==> config.mk <==
export PLATFORM = sky130hd
export DESIGN_NAME = calc_ctrl
export DESIGN_NICKNAME = d
export VERILOG_FILES = /design/src/rtl/calc_pkg.sv /design/src/rtl/calc_mul_seq.sv /design/src/rtl/calc_ctrl.sv
export SDC_FILE = /design/constraint.sdc
export NUM_CORES = 1
export LEC_CHECK = 0
export BUFFER_PORTS_ARGS = -buffer_cell sky130_fd_sc_hd__buf_4
export CELL_PAD_IN_SITES_DETAIL_PLACEMENT = 1
export CELL_PAD_IN_SITES_GLOBAL_PLACEMENT = 2
export CORE_ASPECT_RATIO = 0.9
export CORE_MARGIN = 2
export CORE_UTILIZATION = 35
export CTS_CLUSTER_DIAMETER = 120
export DETAILED_ROUTE_END_ITERATION = 10
export PLACE_DENSITY = 0.87
export SKIP_LAST_GASP = 1
export SYNTH_ARGS = -nofsm -noshare
export SYNTH_HDL_FRONTEND = slang
export SYNTH_HIERARCHICAL = 1
export SYNTH_SLANG_ARGS = --single-unit
==> constraint.sdc <==
create_clock -name clock -period 18.65 [get_ports clock]
set_clock_uncertainty 0.1 [all_clocks]
set_input_delay 3.73 -clock clock [delete_from_list [all_inputs] [get_ports clock]]
set_output_delay 3.73 -clock clock [all_outputs]
set_load 0.05 [all_outputs]
==> src/rtl/calc_pkg.sv <==
// Shared encodings and arithmetic helpers for calc_ctrl (CALC_MUL_EN selects hardware multiply).
// No logic of its own; purely types, constants and combinational helpers.
package calc_pkg;

  typedef enum logic [3:0] {
    CMD_ADD = 4'd10,
    CMD_SUB = 4'd11,
    CMD_MUL = 4'd12,
    CMD_EQ  = 4'd13,
    CMD_NEG = 4'd14,
    CMD_CLR = 4'd15
  } cmd_e;

  typedef enum logic [2:0] {
    ST_OP1,
    ST_OP2,
    ST_CALC,
    ST_RES,
    ST_ERR
  } state_e;

  typedef enum logic [1:0] {
    STAT_EDIT   = 2'b00,
    STAT_BUSY   = 2'b01,
    STAT_ERROR  = 2'b10,
    STAT_RESULT = 2'b11
  } status_e;

  localparam int MAG_W = 27;

  function automatic logic [31:0] max_val(input int digits);
    logic [31:0] p;
    p = 32'd1;
    for (int i = 0; i < digits; i++) p = p * 32'd10;
    return p - 32'd1;
  endfunction

  function automatic logic [31:0] mag32(input logic signed [31:0] v);
    return v[31] ? -v : v;
  endfunction

  // Keeps the sign of the operand: -3 followed by 5 becomes -35.
  function automatic logic signed [31:0] append_digit(input logic signed [31:0] v,
                                                      input logic [3:0]        d);
    logic signed [31:0] d32;
    d32 = $signed({28'd0, d});
    return v[31] ? (v * 32'sd10 - d32) : (v * 32'sd10 + d32);
  endfunction

endpackage

==> src/rtl/calc_mul_seq.sv <==
// Iterative shift-add multiplier of two MAG_W-bit magnitudes, built only under CALC_MUL_EN.
// 1 load cycle + MAG_W iterations, done pulses with prod valid; start is not backpressured.
module calc_mul_seq
  import calc_pkg::*;
(
  input  logic                 clock,
  input  logic                 reset,
  input  logic                 start,
  input  logic [MAG_W-1:0]     a,
  input  logic [MAG_W-1:0]     b,
  output logic                 busy,
  output logic                 done,
  output logic [2*MAG_W-1:0]   prod
);

  localparam int PROD_W = 2 * MAG_W;

  logic [PROD_W-1:0] acc_q, acc_d;
  logic [PROD_W-1:0] mcand_q, mcand_d;
  logic [MAG_W-1:0]  mplier_q, mplier_d;
  logic [4:0]        cnt_q, cnt_d;
  logic              busy_q, busy_d;
  logic              done_q, done_d;

  always_comb begin
    acc_d    = acc_q;
    mcand_d  = mcand_q;
    mplier_d = mplier_q;
    cnt_d    = cnt_q;
    busy_d   = busy_q;
    done_d   = 1'b0;
    if (start) begin
      acc_d    = '0;
      mcand_d  = PROD_W'(a);
      mplier_d = b;
      cnt_d    = 5'(MAG_W);
      busy_d   = 1'b1;
    end else if (busy_q) begin
      if (mplier_q[0]) acc_d = acc_q + mcand_q;
      mcand_d  = mcand_q << 1;
      mplier_d = mplier_q >> 1;
      cnt_d    = cnt_q - 5'd1;
      if (cnt_q == 5'd1) begin
        busy_d = 1'b0;
        done_d = 1'b1;
      end
    end
  end

  always_ff @(posedge clock or negedge reset) begin
    if (!reset) begin
      acc_q    <= '0;
      mcand_q  <= '0;
      mplier_q <= '0;
      cnt_q    <= '0;
      busy_q   <= 1'b0;
      done_q   <= 1'b0;
    end else begin
      acc_q    <= acc_d;
      mcand_q  <= mcand_d;
      mplier_q <= mplier_d;
      cnt_q    <= cnt_d;
      busy_q   <= busy_d;
      done_q   <= done_d;
    end
  end

  assign busy = busy_q;
  assign done = done_q;
  assign prod = acc_q;

endmodule

==> src/rtl/calc_ctrl.sv <==
// Calculator command sequencer; CALC_MUL_EN adds the shift-add multiplier, else cmd 12 errors.
// Outputs registered (1 cycle); add/sub busy 1 cycle, mul busy MAG_W+1; cmd_ready low only in CALC.
module calc_ctrl
  import calc_pkg::*;
#(
  parameter int DIGITS = 8
) (
  input  logic        clock,
  input  logic        reset,
  input  logic [3:0]  cmd,
  input  logic        cmd_valid,
  output logic        cmd_ready,
  output logic [31:0] value,
  output logic [1:0]  status
);

  localparam logic [31:0] MAX_VAL = max_val(DIGITS);
  localparam logic [3:0]  DIG_MAX = 4'(DIGITS);

  state_e             state_q, state_d;
  logic signed [31:0] a_q, a_d;
  logic signed [31:0] b_q, b_d;
  logic [3:0]         cnt_q, cnt_d;
  cmd_e               op_q, op_d;
  logic [31:0]        value_q, value_d;
  status_e            status_q, status_d;

  logic               accept;
  logic signed [31:0] addsub_res;
  logic signed [31:0] calc_res;
  logic               calc_ovf;
  logic               res_vld;

  assign accept     = cmd_valid && (state_q != ST_CALC);
  assign addsub_res = (op_q == CMD_SUB) ? (a_q - b_q) : (a_q + b_q);

`ifdef CALC_MUL_EN
  localparam int PROD_W = 2 * MAG_W;

  logic               mul_start;
  logic               mul_busy;
  logic               mul_done;
  logic [PROD_W-1:0]  mul_prod;
  logic signed [31:0] mul_res;
  logic               mul_ovf;

  calc_mul_seq u_mul (
    .clock (clock),
    .reset (reset),
    .start (mul_start),
    .a     (MAG_W'(mag32(a_q))),
    .b     (MAG_W'(mag32(b_q))),
    .busy  (mul_busy),
    .done  (mul_done),
    .prod  (mul_prod)
  );

  // A and B are frozen during CALC, so the sign can be taken from them at completion.
  always_comb begin
    mul_ovf = mul_prod > PROD_W'(MAX_VAL);
    mul_res = (a_q[31] ^ b_q[31]) ? -$signed(mul_prod[31:0]) : $signed(mul_prod[31:0]);
  end
`endif

  always_comb begin
    state_d  = state_q;
    a_d      = a_q;
    b_d      = b_q;
    cnt_d    = cnt_q;
    op_d     = op_q;
    calc_res = addsub_res;
    calc_ovf = mag32(addsub_res) > MAX_VAL;
    res_vld  = 1'b1;
`ifdef CALC_MUL_EN
    mul_start = 1'b0;
    if (op_q == CMD_MUL) begin
      calc_res = mul_res;
      calc_ovf = mul_ovf;
      res_vld  = mul_done && !mul_busy;
    end
`endif

    if (state_q == ST_CALC) begin
      if (res_vld) begin
        cnt_d = '0;
        if (calc_ovf) begin
          a_d     = '0;
          state_d = ST_ERR;
        end else begin
          a_d     = calc_res;
          state_d = ST_RES;
        end
      end
    end else if (accept) begin
      if (cmd == CMD_CLR) begin
        state_d = ST_OP1;
        a_d     = '0;
        b_d     = '0;
        cnt_d   = '0;
        op_d    = CMD_ADD;
      end else if (state_q != ST_ERR) begin
        if (cmd < CMD_ADD) begin
          if (state_q == ST_RES) begin
            a_d     = $signed({28'd0, cmd});
            cnt_d   = 4'd1;
            state_d = ST_OP1;
          end else if (cnt_q < DIG_MAX) begin
            cnt_d = cnt_q + 4'd1;
            if (state_q == ST_OP1) a_d = append_digit(a_q, cmd);
            else                   b_d = append_digit(b_q, cmd);
          end
        end else if (cmd == CMD_EQ) begin
          if (state_q == ST_OP2) begin
            state_d = ST_CALC;
`ifdef CALC_MUL_EN
            mul_start = (op_q == CMD_MUL);
`endif
          end
        end else if (cmd == CMD_NEG) begin
          // Negate whatever is on the display: B once digits are typed, otherwise A.
          if (state_q == ST_OP2 && cnt_q != 4'd0) b_d = -b_q;
          else                                    a_d = -a_q;
        end else begin
`ifndef CALC_MUL_EN
          if (cmd == CMD_MUL) begin
            state_d = ST_ERR;
            a_d     = '0;
            b_d     = '0;
            cnt_d   = '0;
          end else
`endif
          begin
            op_d = cmd_e'(cmd);
            if (state_q != ST_OP2) begin
              b_d     = '0;
              cnt_d   = '0;
              state_d = ST_OP2;
            end
          end
        end
      end
    end

    case (state_d)
      ST_OP1: begin
        value_d  = a_d;
        status_d = STAT_EDIT;
      end
      ST_OP2: begin
        value_d  = (cnt_d != 4'd0) ? b_d : a_d;
        status_d = STAT_EDIT;
      end
      ST_CALC: begin
        value_d  = value_q;
        status_d = STAT_BUSY;
      end
      ST_RES: begin
        value_d  = a_d;
        status_d = STAT_RESULT;
      end
      default: begin
        value_d  = '0;
        status_d = STAT_ERROR;
      end
    endcase
  end

  always_ff @(posedge clock or negedge reset) begin
    if (!reset) begin
      state_q  <= ST_OP1;
      a_q      <= '0;
      b_q      <= '0;
      cnt_q    <= '0;
      op_q     <= CMD_ADD;
      value_q  <= '0;
      status_q <= STAT_EDIT;
    end else begin
      state_q  <= state_d;
      a_q      <= a_d;
      b_q      <= b_d;
      cnt_q    <= cnt_d;
      op_q     <= op_d;
      value_q  <= value_d;
      status_q <= status_d;
    end
  end

  assign cmd_ready = (state_q != ST_CALC);
  assign value     = value_q;
  assign status    = status_q;

endmodule

==> results of run 1 <==
-- cells in the mapped netlist, types with 16 or more instances --
cell type / instances / share of area (%)
o21a_1: 20 / 0.85
inv_1: 67 / 1.4
nor4_1: 35 / 1.2
nand2b_1: 27 / 0.96
nand3_1: 61 / 1.7
nor3_1: 75 / 2.1
nor2b_1: 27 / 0.96
and2_1: 20 / 0.71
a221oi_1: 18 / 0.90
a31oi_1: 44 / 1.6
dfrtp_1: 107 / 15
or3_1: 32 / 1.1
xnor2_1: 91 / 4.5
nor3b_1: 17 / 0.73
a21oi_1: 207 / 5.9
and3_1: 25 / 0.89
or2_2: 16 / 0.57
or4_1: 19 / 0.81
nand2_1: 258 / 5.5
o31ai_1: 29 / 1.2
a21o_1: 40 / 1.7
nor2_1: 259 / 5.5
o22ai_1: 30 / 1.1
o211ai_1: 38 / 1.6
a32oi_1: 18 / 0.90
ha_1: 158 / 11
nand4_1: 33 / 1.2
a211oi_1: 41 / 1.7
xor2_1: 72 / 3.6
a22oi_1: 19 / 0.81
o21ai_0: 176 / 5.0
clkbuf_1: 116 / 2.5
-- how the worst min path moves through the flow --
stage                        from      end  slack (ns)  cells past startpoint
after floorplan           op_q[0]  op_q[0]        0.36                      2
after detailed placement  op_q[2]  op_q[2]        0.41                      1
final                     op_q[2]  op_q[2]        0.42                      1
after global routing      op_q[2]  op_q[2]        0.47                      1
after CTS                 op_q[2]  op_q[2]        0.43                      1
after global placement    op_q[2]  op_q[2]        0.39                      1
-- sequential cells by signal (all words and copies together), names as in the netlist --
name     count
state_q      3
op_q         4
cnt_q        4
status       2
a_q         32
value       32
b_q         32
-- kinds of logic after synthesis --
family	Yosys count	share of synthesized area, %
and+or+nand+nor	969	27.4
AOI/OAI and AO/OA	845	31.7
buffers and inverters	200	4.41
adders and majority gates	165	12.0
xor gates and xnor gates	163	8.11
DFF	109	15.5
muxes	14	0.804
-- worst max-delay path: stages (launching register included) --
cell and delay [ns]:
dfrtp_1 0.51, inv_1 0.17, ha_1 0.23, or3b_2 0.51, or3_1 0.40, or2_2 0.34
or4_1 0.51, nor3_1 0.35, nor2_1 0.10, xnor2_1 0.23, ha_1 0.46, nand2_1 0.19
or3_1 0.44, a2111oi_1 0.58, or3b_2 0.29, xor2_1 0.15, nor3b_1 0.40, nand3_1 0.27
nor4_4 0.39, nor4b_2 0.25, o22ai_1 0.11, or4_4 0.63, nor2_4 0.59, o21a_1 0.31
inv_2 0.28, a311oi_1 0.30
-- layer usage --
| metal | vias to the layer above | share of wire [%] | wire length, µm | track usage (%) |
|---|---|---|---|---|
| met4 | 0 | 4.2 | 3340 | 11.6 |
| met1 | 9974 | 46 | 36400 | 43.5 |
| met2 | 834 | 43 | 33900 | 46.1 |
| met5 | - | 0 | 0 | 0 |
| li1 | 9178 | - | - | - |
| met3 | 179 | 7.0 | 5500 | 3.41 |
-- through the flow --
step | worst slack [ns] | hold WS [ns] | utilization, % | area [µm²]
3_5_place_dp | 9.63 | 0.409 | 37.4 | 18500
3_3_place_gp | 10.0 | 0.391 | 37.4 | 18500
4_1_cts | 9.58 | 0.434 | 38.1 | 18800
5_1_grt | 8.80 | 0.475 | 38.1 | 18800
6_report | 9.46 | 0.424 | 38.1 | 18800
2_1_floorplan | 11.16 | 0.365 | - | 17600
-- final cells by class --
cell class	instances	area [µm²]
repair buffers	72	541
flip-flops and latches	109	2730
clock buffers	9	225
fillers	6201	30600
multi-input cells	2156	14100
inverters	69	259
clock inverters	7	93.8
well taps	671	840
-- layout by cell type, fill, tap and decap left out, types with 38 or more instances in the layout --
cell type / instances
a211oi_1: 41
a21o_1: 40
a21oi_1: 206
a31oi_1: 44
buf_4: 72
dfrtp_1: 107
ha_1: 158
inv_1: 67
nand2_1: 258
nand3_1: 61
nor2_1: 258
nor3_1: 75
o211ai_1: 38
o21ai_0: 173
xnor2_1: 90
xor2_1: 72
==> impl_results.md, run 1 <==
* Clock Latency Late Sink at approximately 0.37 ns
* Final wirelength at 79100 µm
* Crit share post-route at roughly half
* Post-route insts no fill at between 3000 and 4000
* Initial antenna violation count at 0
* Die area at around 0.052 mm²
* Cell Area, Synth at 0.0176 mm²
* Max-Cap Viols at 0
* Placed cells at between 3000 and 4000
* Largest net degree at the start of global routing at between 60 and 70
* Post-synthesis sequential area ratio at between 10% and 20%
* Tmin final at just over 9 ns
* CP endpoint kind: flip-flop
* First-pass GRT wire length at about 120000 µm
* Initial DRC count at 1978
* Yosys Warn Count at 6
* Syn_area_per_cell at just over 7 µm²
* Gate Count Post-Synth at 2465
* WP data required at 18.83 ns
* # Post-CTS Setup Buffers at 0
* Initial core utilization at about 36%
* Vias in the first global route at 20023
* Critical path launch point: b_q[1]
* Via count at slightly above 20000
* Drt drc at 0
* R2R Path End: value[25]
* Clk pin slew, worst setup/hold paths at approximately 0.10 ns
* Syn_nets at 2637
* Layout area overhead at 6.91%
* Via-to-Cell Ratio at about 6.5
* Port bufs at between 40 and 50
* Final Hold Viols at 0
* Layout cells sized above 1 at a little under 6%
* Clock Sinks at ~110
* CORE AREA at around 0.049 mm²
* Routability cong. at about 0.97
* Cts repair resizes at 0
* RSZ-0062 raised after global routing: false
* Hold_buf cts at 0
* EDFF count, synth at 0
* Setup violations, final at 0
* Die Y-Extent at 217 µm
* CP Launch Type: flip-flop
* GRT Total Usage at between 30% and 40%
* Antenna cells at 0
* GRT overflow at 0
* Critical path type: reg2reg
* Worst min-delay path class: reg2reg
* CTS tree: built
* Final net count at 2589
* Ys flop type: dfrtp_1
* Synth Register Bits at ~110
* Die width at approximately 240 µm
* Drt first pass iters at 6
* Fraction of registers with async set/reset at 100%
* Worst slew pin tran at approximately 1.3 ns
* Reg2Reg Setup Slack at roughly 9.5 ns
* Maximum clock frequency at 0.109 GHz
* Crit-path max FO at 31
* Root Buffer Master: clkbuf_16
* Antenna Nets Post-Route at 0
* # rows at between 70 and 80
* Clock Tree Buf Depth at 2
* Distinct cells, synth at 96
* Worst Reg-to-Reg Cells at 25
* Avg WL per Cell at 25.6 µm
* Num ports at 42
* Count of pins over their slew limit at 0
* H-tree depth at 3
* Status: complete, no violations
* Dpl hpwl at around 63000 µm
* Rel. slew slack at 16.3%
* Setup TNS at 0 ns
* Worst reg2reg path startpoint: b_q[1]
* CP arrival at around 9.4 ns
* Setup crit end: value[25]
* CTS Buf Count at 9
Power of run 1 is not shown: default switching activity piles up to over one toggle a cycle in this logic, so the estimate is an artifact.
==> run 2, diff against run 1 <==
PLACE_DENSITY = 0.9   (was 0.87)
clock period = 7.8 ns   (was 18.65 ns; I/O delays follow)
==> impl_results.md, run 2 (synthesis gave the netlist of run 1 again) <==
* Final net count at 2653
* CP arrival at around 8 ns
* Grt met1 use at 43.0%
* Most frequent cells in the layout: nand2_1, nor2_1, a21oi_1, o21ai_0, ha_1
* Die area at approximately 0.052 mm²
* Worst min-delay path class: reg2reg
* Largest net degree at the start of global routing at 70
* Final wirelength at 80000 µm
* Slowest cell on crit path: or4_1
* First-pass GRT wire length at 123000 µm
* Root Buffer Master: clkbuf_16
* Initial antenna violation count at 2
* Avg WL per Cell at between 20 and 30 µm
* Via count at just over 20000
* CTS Buf Count at 9
* Grt peak-use layer: met2
* Hold_ws at around 0.43 ns
* Clock Tree Buf Depth at 2
* Layout area overhead at 10.5%
* Initial core utilization at 35.6%
* # rows at 77
* Drt drc at 0
* Max-Cap Viols at 0
* H-tree depth at 3
* Vias in the first global route at just over 20000
* Count of pins over their slew limit at 0
* Clock Sinks at about 110
* Met2 Resource Use GR at between 40 and 50%
* Clk pin slew, worst setup/hold paths at about 0.08 ns
* GRT overflow at 0
* Layout cells sized above 1 at a little under a tenth
* WP data required at approximately 8 ns
* Die Y-Extent at 217 µm
* Routability cong. at about 1
* Clock Latency Late Sink at around 0.38 ns
* Drt first pass iters at 6
* CTS tree: built
* CORE AREA at around 0.049 mm²
* Die width at between 200 and 250 µm
* Crit-path max FO at 14
* Setup violations, final at 0
* Worst slew pin tran at 1.12 ns
* Via-to-Cell Ratio at between 6 and 7
* Port bufs at just over 40
* Met3 Use GR at between 4 and 5%
* Rel. slew slack at between 20 and 25%
* Final Hold Viols at 0
* Dpl hpwl at 62200 µm
* Status: complete, no violations
* Crit-path max cell delay at 0.66 ns
* Critical path type: reg2reg
* Maximum clock frequency at 0.131 GHz
* Antenna Nets Post-Route at 0
* CP endpoint kind: flip-flop
* CP Launch Type: flip-flop
* Worst path cell trace: or4_1 > nor4_1 > nand2_1 > or3_1 > nor4b_1 > nor2_1 > xnor2_1 > ha_1 > nand2_1 > o311ai_0 > o21ai_0 > o41ai_1 > a21o_1 > xnor2_2 > buf_4 > nor4b_1 > o21a_1 > o22ai_1 > or4_4 > nor2_4 > buf_4 > nand2_1 > o311a_1
* Crit share post-route at between 90 and 100%
* Antenna cells at 0
* GRT Total Usage at about 30%
* Initial DRC count at slightly below 2000
* Cell repeated most along the worst path: nand2_1
* Tmin final at about 7.6 ns
* Fillers at between 6000 and 7000
* Num ports at 42
## run 2: cell types whose count changed in the layout (fill, tap and decap cells not counted), moves of 4 or more
cell     previous run  this run
xor2_1             72        68
xor2_2              0         4
buf_4              72       135
xnor2_1            90        85
xnor2_2             1         6
a21oi_1           206       202
a21oi_2             0         4
## run 2: routing by layer
layer / routed length, µm / up-vias / share of wire, %
met4: 4150 / 4 / 5.2
met3: 6590 / 188 / 8.2
met2: 33500 / 901 / 42
li1: - / 9313 / -
met1: 35700 / 10270 / 45
met5: 24 / - / 0.030
## run 2: cell type report
class                   instances  area [µm²]  share of cell area, %
clock buffers                   9         225                   1.16
clock inverters                 7        83.8                  0.431
inverters                      69         262                   1.35
multi-input cells            2156       14300                   73.4
flip-flops and latches        109        2730                   14.0
well taps                     671         840                   4.32
repair buffers                136        1020                   5.27
## run 2: timing repair
item / CTS / global route
setup endpoints to repair: 47 / 68
pin swaps: 0 / 7
buffers inserted: 0 / 7
cloned: 0 / 0
hold buffers: 0 / 0
gates resized for setup: 4 / 28
## run 2: final timing paths
kind / from / endpoint / slack (ns) / depth (start not counted)
setup / recovery: b_q[13] / value[3] / 0.18 / 23
hold / removal: op_q[0] / op_q[0] / 0.43 / 2
setup reg to reg: b_q[13] / value[3] / 0.18 / 23
hold reg to reg: op_q[0] / op_q[0] / 0.43 / 2
max in group asynchronous: reset / b_q[16] / 5.13 / 2
min in group asynchronous: reset / b_q[23] / 1.09 / 1
## run 2: per-stage QoR
stage	cells	instance area, µm²	util, %	setup WS, ns	setup TNS [ns]
global route	3157	19400	39.3	-0.0246	-0.0364
floorplan	2465	17600	-	0.316	0
CTS	3150	19300	39.0	0.0332	0
global placement	3134	18900	38.3	-0.0250	-0.117
finish	3157	19400	39.3	0.178	0
detailed placement	3134	18900	38.3	-0.282	-7.54
## run 2: worst max-delay path: cells and delay by family (launching register included)
kind / cells / cell delay [ns]
AOI/OAI and AO/OA: 7 / 1.31
xor gates and xnor gates: 2 / 0.81
adders and majority gates: 1 / 0.42
buffers and inverters: 2 / 0.46
DFF: 1 / 0.55
and+or+nand+nor: 11 / 3.83
Power of run 2 is left out for the same reason.
